===== src/rtl/multimode_ping_pong_counter.sv =====
// Multimode ping-pong counter: ping-pong / wrap-up / wrap-down / freeze,
// with parameterised width and step, synchronous load and range resync.
// Ports: clk, rst (async high), en, flip, mode[1:0], step[STEP_W-1:0],
//   min/max/load_val[WIDTH-1:0], load -> out[WIDTH-1:0], direction,
//   hold (comb), bounce (registered one-cycle pulse on reversal/wrap).
module multimode_ping_pong_counter #(
  parameter int WIDTH  = 8,
  parameter int STEP_W = 4
) (
  input  logic              clk,
  input  logic              rst,
  input  logic              en,
  input  logic              flip,
  input  logic [1:0]        mode,
  input  logic [STEP_W-1:0] step,
  input  logic [WIDTH-1:0]  min,
  input  logic [WIDTH-1:0]  max,
  input  logic              load,
  input  logic [WIDTH-1:0]  load_val,
  output logic [WIDTH-1:0]  out,
  output logic              direction,
  output logic              hold,
  output logic              bounce
);

  localparam int XW = WIDTH + 1;

  typedef enum logic [1:0] {
    M_PP  = 2'b00,
    M_UP  = 2'b01,
    M_DN  = 2'b10,
    M_FRZ = 2'b11
  } mode_e;

  logic [WIDTH-1:0] out_q, out_d;
  logic             dir_q, dir_d;
  logic             bnc_q, bnc_d;

  logic [WIDTH-1:0] step_w;
  logic [XW-1:0]    step_x, out_x, min_x, max_x;
  logic [XW-1:0]    sum_x, mps_x;
  logic [WIDTH-1:0] dif_w, mms_w;
  logic             up_ovf, dn_unf, out_rng;
  logic [WIDTH-1:0] up_val, dn_val, rev_dn, rev_up;
  logic [WIDTH-1:0] wrap_up, wrap_dn;
  logic             new_dir;

  // Sums are one bit wider so overflow past max is never hidden by
  // modular wrap; differences are only used when no underflow occurs.
  assign step_w = {{(WIDTH-STEP_W){1'b0}}, step};
  assign step_x = {1'b0, step_w};
  assign out_x  = {1'b0, out_q};
  assign min_x  = {1'b0, min};
  assign max_x  = {1'b0, max};
  assign sum_x  = out_x + step_x;
  assign mps_x  = min_x + step_x;
  assign dif_w  = out_q - step_w;
  assign mms_w  = max - step_w;

  assign up_ovf  = sum_x > max_x;
  assign dn_unf  = out_x < mps_x;
  assign out_rng = (out_q < min) || (out_q > max);

  assign hold = (max <= min) || (mode == M_FRZ);

  // Clamped single moves.
  assign up_val = up_ovf ? max : sum_x[WIDTH-1:0];
  assign dn_val = dn_unf ? min : dif_w;

  // Reversal targets at a bound: max(max-step,min) and min(min+step,max).
  assign rev_dn = (max_x < mps_x) ? min : mms_w;
  assign rev_up = (mps_x > max_x) ? max : mps_x[WIDTH-1:0];

  assign wrap_up = up_ovf ? min : sum_x[WIDTH-1:0];
  assign wrap_dn = dn_unf ? max : dif_w;

  assign new_dir = ~dir_q;

  always_comb begin
    out_d = out_q;
    dir_d = dir_q;
    bnc_d = 1'b0;
    if (load) begin
      out_d = load_val;
    end else if (!en || hold) begin
      out_d = out_q;
    end else if (out_rng) begin
      out_d = min;
      dir_d = 1'b1;
    end else begin
      case (mode)
        M_PP: begin
          if (flip) begin
            dir_d = new_dir;
            out_d = new_dir ? up_val : dn_val;
          end else if (step == '0) begin
            out_d = out_q;
          end else if (dir_q) begin
            if (out_q == max) begin
              dir_d = 1'b0;
              out_d = rev_dn;
              bnc_d = 1'b1;
            end else begin
              out_d = up_val;
            end
          end else begin
            if (out_q == min) begin
              dir_d = 1'b1;
              out_d = rev_up;
              bnc_d = 1'b1;
            end else begin
              out_d = dn_val;
            end
          end
        end
        M_UP: begin
          if (step != '0) begin
            dir_d = 1'b1;
            out_d = wrap_up;
            bnc_d = up_ovf;
          end
        end
        M_DN: begin
          if (step != '0) begin
            dir_d = 1'b0;
            out_d = wrap_dn;
            bnc_d = dn_unf;
          end
        end
        default: begin
          out_d = out_q;
        end
      endcase
    end
  end

  always_ff @(posedge clk or posedge rst) begin
    if (rst) begin
      out_q <= '0;
      dir_q <= 1'b1;
      bnc_q <= 1'b0;
    end else begin
      out_q <= out_d;
      dir_q <= dir_d;
      bnc_q <= bnc_d;
    end
  end

  assign out       = out_q;
  assign direction = dir_q;
  assign bounce    = bnc_q;

endmodule


===== config.mk =====
export PLATFORM = sky130hd
export DESIGN_NAME = multimode_ping_pong_counter
export DESIGN_NICKNAME = d
export VERILOG_FILES = /design/src/rtl/multimode_ping_pong_counter.sv
export SDC_FILE = /design/constraint.sdc
export NUM_CORES = 1
export LEC_CHECK = 0
export BUFFER_PORTS_ARGS = -buffer_cell sky130_fd_sc_hd__buf_4
export CORE_ASPECT_RATIO = 1.5
export CORE_MARGIN = 1
export CORE_UTILIZATION = 50
export DETAILED_ROUTE_END_ITERATION = 10
export PLACE_DENSITY_LB_ADDON = 0.1
export SLEW_MARGIN = 20
export SYNTH_ARGS = -nofsm -noshare
export SYNTH_HDL_FRONTEND = slang
export SYNTH_SLANG_ARGS = --single-unit

===== constraint.sdc =====
create_clock -name clk -period 4.35 [get_ports clk]
set_clock_uncertainty 0.2 [all_clocks]
set_input_delay 0.87 -clock clk [delete_from_list [all_inputs] [get_ports clk]]
set_output_delay 0.87 -clock clk [all_outputs]
set_load 0.01 [all_outputs]

# == After elaboration in Yosys (flattened, before gate mapping) ==
# Index checks and enable logic that the tools add are counted.
# op_classes
bitwise,3
muxes,37
reduce_logical,11
magnitude_cmp,7
n_eq_ne,12
add_sub_neg,4
# op_table
op,n
8-bit 2-to-1 mux,17
8-bit case mux with 3 select lines,1
8-bit by 4-bit adder with 9-bit output,2
9-bit by 8-bit greater-than comparator with 1-bit output,2
8-bit by 9-bit less-than comparator with 1-bit output,2
1-bit 2-to-1 mux,17
8-bit equality test,2
8-bit by 4-bit subtractor with 8-bit output,2
4-bit != test (second input constant),3
8-bit greater-than comparator,1
8-bit less-or-equal comparator,1
8-bit less-than comparator,1
4-bit nonzero test,2
3-bit != test (second input constant),2
1-bit case mux with 3 select lines,2
6-bit AND reduction,1
5-bit != test (second input constant),1
5-bit AND reduction,1
5-bit nonzero test,1
2-bit equality test (second input constant),2
4-bit logical NOT,1
1-bit logical OR,3
1-bit inverter,3
2-bit by 1-bit equality test with 1-bit output (second input constant),1
3 further kinds,3
# totals
elab_cells,77
in_bits,35
reg_bits,10

# == Logic depth before layout (Yosys ltp) ==
# depth
ltp_word,11
depth_mapped,18
depth_no_buf,16

# == Worst setup path before layout ==
# OpenSTA, ideal clock, no wires.
# synth_timing
kind,input to register
from,input step[2]
to,register out_q[5] (netlist: out[5])
path_buffers,2
setup_ps,122
setup_slack_ps,-64
t_arrival_ps,4092
stages,17
path_cell_list,inv_1 > ha_1 > buf_2 > nor3b_1 > o31ai_1 > a21boi_0 > xnor2_1 > ha_1 > nand4_1 > a21oi_1 > o41ai_1 > and2_1 > buf_6 > mux2_4 > a2111oi_2 > o211ai_1 > a32o_1
# synth_via
elab_chain_cells,11
word_cells_on_any_way,32
cone_classes,add/sub (4); order compare (4); eq/ne (3); mux (18); reduce/logical (3)
# synth_rtl
item,line_no,text
"start, declared",15,"input logic [STEP_W-1:0] step,"
"8-bit by 4-bit adder with 9-bit output, on equally long branches","56, 55",
"8-bit by 9-bit less-than comparator with 1-bit output, or another cell as far along",61,assign dn_unf = out_x < mps_x;
"8-bit 2-to-1 mux, on equally long branches",--,
"8-bit 2-to-1 mux, on equally long branches","107, 99",
8-bit 2-to-1 mux,98,end else if (dir_q) begin
8-bit 2-to-1 mux,96,end else if (step == '0) begin
8-bit 2-to-1 mux,93,if (flip) begin
8-bit case mux with 3 select lines,91,case (mode)
8-bit 2-to-1 mux,87,end else if (out_rng) begin
8-bit 2-to-1 mux,85,end else if (!en || hold) begin
8-bit 2-to-1 mux,83,if (load) begin
"end signal, assigned",143,out_q <= out_d;
"end, declared",35,"logic [WIDTH-1:0] out_q, out_d;"
# Several ways; a longest one is shown, not always the timed one. The select of a mux whose other input is x is not followed.
# A chain may end at the register's enable or synchronous reset.

# == Worst setup path in the final report ==
# layout_timing
from,input step[2]
to,register out_q[0] (netlist: out[0])
# The elaborated chain is that of the path after synthesis.

==> impl_metrics.py <==
metrics = {
    "hold_path": {
        "hold_path.class": "reg -> reg",
        "holdCritStartpoint": "direction$_DFFE_PP1P_",
        "min_path_cells": 2,
        "worstHoldEndpoint": "direction$_DFFE_PP1P_",
    },
    "synth": {
        "yosys.cell_types.count": 79,
        "avgSynthCellArea_um2": 7.497,
        "asyncSetResetFlopFracSynth": 1.000,
        "cell_count_after_synthesis": 502,
        "synth-edff-count": 0,
        "synth.ff_latch_count": 10,
        "synth.yosys.warnings": 0,
        "netlist_area_mm2": 0.003764,
        "synth_fp_nets": 607,
        "postSynth.topFlopCell": "sky130_fd_sc_hd__dfrtp_1",
        "yosysSeqAreaShare": 0.06682,
    },
    "run_status": {
        "violations": "negative setup slack",
        "run_status": "finished with violations",
    },
    "worst_setup_path": {
        "critical_path.slowest_cell": "sky130_fd_sc_hd__o211ai_1",
        "critical_path.reg2reg.endpoint": "out[5]$_DFFE_PP0P_",
        "timing.reg2reg.setup_slack_ps": 130,
        "worstSetupStartpointType": "input pin",
        "worst-setup-path-type": "in -> reg",
        "crit_path_max_incr_delay_ps": 480,
        "timing.rr.start": "out[2]$_DFFE_PP0P_",
        "path_cells": "buf_4 -> buf_4 -> ha_2 -> and3_1 -> a221o_2 -> xnor2_2 -> ha_1 -> nand3_1 -> o211ai_1 -> a21o_2 -> buf_6 -> mux2i_1 -> nor2_1 -> a211oi_2 -> o22ai_1",
        "worst-endpoint-required_ps": 4260,
        "worstRegToRegCells": 14,
        "timing.critical_path.arrival_ps": 4330,
        "worstPathMaxFanout": 8,
        "crit_path_end_kind": "register",
        "critical-path-top-cell-by-count": "sky130_fd_sc_hd__buf_4",
    },
    "clock_network": {
        "clock_insertion_delay_worst_skew_ps": 240,
        "cts-root-buf": "sky130_fd_sc_hd__clkbuf_8",
        "clock_tree.htree_level_count": 1,
        "maximum_number_of_buffers_from_clock_root_to_sink": 2,
        "tritoncts": "done",
        "cts-buffers-inserted": 3,
        "cts_clock_pin_slew_for_the_worst_setup_and_hold_paths_ps": 50,
        "cts.sinks": 10,
    },
    "timing": {
        "hold_viol_final": 0,
        "slew-limit-headroom": 0.4851,
        "worst_hold_slack_across_all_endpoints_ps": 364.7,
        "report.final.setup_viol": 4,
        "max_clock_freq_mhz": 226.5,
        "timing.final.crit_period_ps": 4415,
        "setup_total_negative_slack_ps": -150.6,
        "drv_slew": 0,
        "setup_repair_after_global_routing_missed_its_margin": "true",
        "period_share": 1.015,
        "timing_worst_slew_pin_value_ps": 767.3,
        "setup_ws_final_ps": -65.49,
    },
    "finish": {
        "layout.core_utilization": 0.7276,
        "final_nets": 721,
        "ff_latch_area_um2": 251.5,
        "multi_input_comb_area_mm2": 0.003724,
        "num-fill-cells": 575,
        "mostFrequentLayoutCells": "119 x sky130_fd_sc_hd__buf_4, 55 x sky130_fd_sc_hd__ha_1, 42 x sky130_fd_sc_hd__inv_1",
        "layout.cells.most_common": "sky130_fd_sc_hd__buf_4",
        "antenna-diode-count": 0,
        "syn_to_final_growth_pct": 40.63,
        "ratio_of_cells_with_drive_above_1_in_the_final_layout": 0.3480,
    },
    "floorplan": {
        "die-area_mm2": 0.007885,
        "start_util": 0.5174,
        "die_width_um": 72.84,
        "core_mm2": 0.007274,
        "design.portCount": 46,
        "die_height_um": 108.3,
        "floorplan.rows": 38,
    },
    "route": {
        "detailroute.via_count": 5061,
        "avgRoutedWirePerCell_um": 28.00,
        "drt-total-wl_mm": 20.02,
        "count_of_unresolved_drc_violations_after_routing": 0,
        "drtAntennaViolNets": 0,
        "drt_first_iter_violations": 636,
        "drt_first_pass_iters": 6,
        "routed_via_density": 7.078,
    },
    "power": {
        "power.switching_fraction": 0.5478,
        "internal_power_mw": 1.383,
        "share_seq_of_total_power": 0.082,
        "total_leakage_power_nw": 2.395,
        "netSwitchingPower_mw": 1.675,
        "power_per_cell_area_mw_per_mm2": 577.6,
        "p_clk_frac": 0.040,
        "vdd_drop_max_uv": 451.2,
        "comb_power_frac": 0.878,
    },
    "global_routing": {
        "antenna_violations_before_repair": 0,
        "number_of_global_route_vias_before_repair": 4963,
        "grt_start_max_net_pins": 21,
        "grt_pass1_wl_mm": 28.43,
        "globalRouteTotalUtil": 0.5014,
        "overflow_left_after_global_routing": 0,
    },
    "placed_design": {
        "detailedPlacementHpwl_mm": 14.88,
        "port_buffers": 45,
        "place_worst_setup_slack_ps": -572.8,
        "global_placer_s_final_weighted_congestion": 1.114,
    },
    "job": {
        "timing.max_cap.violations": 0,
    },
}
==> worst max-delay path by stage <==
stage                    endpoint    start  cells after the start
6_report       out[0]$_DFFE_PP0P_  step[2]                     15
5_1_grt        out[0]$_DFFE_PP0P_   min[0]                     16
4_1_cts        out[2]$_DFFE_PP0P_  step[0]                     17
3_5_place_dp   out[3]$_DFFE_PP0P_  step[0]                     16
3_3_place_gp   out[3]$_DFFE_PP0P_  step[0]                     16
2_1_floorplan  out[5]$_DFFE_PP0P_  step[2]                     17
==> registers in the layout, summed over array words and instances, names as in the netlist <==
name       count
out            8
bounce         1
direction      1
==> power by group through the flow <==
stage          registers [mW]  logic [mW]  clock network [mW]
4_1_cts                 0.232        2.26               0.123
2_1_floorplan           0.219        1.30                   0
6_report                0.250        2.69               0.121
5_1_grt                 0.248        2.81               0.131
3_3_place_gp            0.230        2.16                   0
3_5_place_dp            0.231        2.22                   0
==> layout make-up <==
type / count / area share
Sequential cell: 10 / 0.04752
Timing Repair Buffer: 126 / 0.1844
Tap cell: 100 / 0.02364
Multi-Input combinational cell: 432 / 0.7035
Clock buffer: 4 / 0.01040
Inverter: 43 / 0.03050
==> synth_stat cells (all sizes together) (10+ instances only) <==
master / number / share of area
ha: 66 / 0.22
nor3: 14 / 0.019
nand3: 15 / 0.023
nor2: 35 / 0.035
clkbuf: 12 / 0.012
nor2b: 12 / 0.020
a21oi: 38 / 0.055
o21ai: 24 / 0.032
xnor2: 15 / 0.037
o211ai: 13 / 0.026
a211oi: 10 / 0.021
mux2i: 11 / 0.029
nand2: 41 / 0.041
inv: 42 / 0.042
==> per-layer routing <==
| layer | share of wire | GRT usage | up-vias | wire length, um |
|---|---|---|---|---|
| li1 | - | - | 2131 | - |
| met3 | 0.11 | 0.1370 | 187 | 2170 |
| met2 | 0.43 | 0.7991 | 444 | 8674 |
| met5 | 0 | 0.05556 | - | 0 |
| met4 | 0.12 | 0.4202 | 0 | 2468 |
| met1 | 0.33 | 0.5397 | 2299 | 6704 |
==> stage by stage <==
stage          instance area (um^2)  total power [mW]  instances
3_5_place_dp                   4721             2.450        706
6_report                       5293             3.057        715
5_1_grt                        5293             3.192        715
4_1_cts                        4858             2.614        714
3_3_place_gp                   4721             2.390        706
2_1_floorplan                  3776             1.516        502
==> cell families (layout without fill, tap and decap cells) <==
| kind of cell | after synthesis | count (layout) | share of synthesized area |
|---|---|---|---|
| AO/OA/AOI/OAI | 166 | 166 | 0.3148 |
| XOR/XNOR | 22 | 22 | 0.05319 |
| adder cells (fa/ha/maj) | 70 | 70 | 0.2407 |
| buffers and inverters | 60 | 173 | 0.06649 |
| flip-flops | 10 | 10 | 0.06682 |
| multiplexers | 16 | 16 | 0.04621 |
| AND/OR/NAND/NOR | 158 | 158 | 0.2118 |
==> critical path: cells and delay by family <==
| kind | cells | cell delay [ps] |
|---|---|---|
| XOR/XNOR | 1 | 160 |
| buffers and inverters | 3 | 390 |
| adder cells (fa/ha/maj) | 2 | 690 |
| AND/OR/NAND/NOR | 3 | 350 |
| AO/OA/AOI/OAI | 5 | 1680 |
| multiplexers | 1 | 180 |
==> repair_timing <==
item,in CTS,in global routing
buffers inserted,4,2
hold buffers,0,0
gates resized for setup,11,77
pin swaps,5,43
setup endpoints to repair,9,9
endpoints found under the hold margin,0,0
Note: power is estimated with default switching activity, not from simulation.
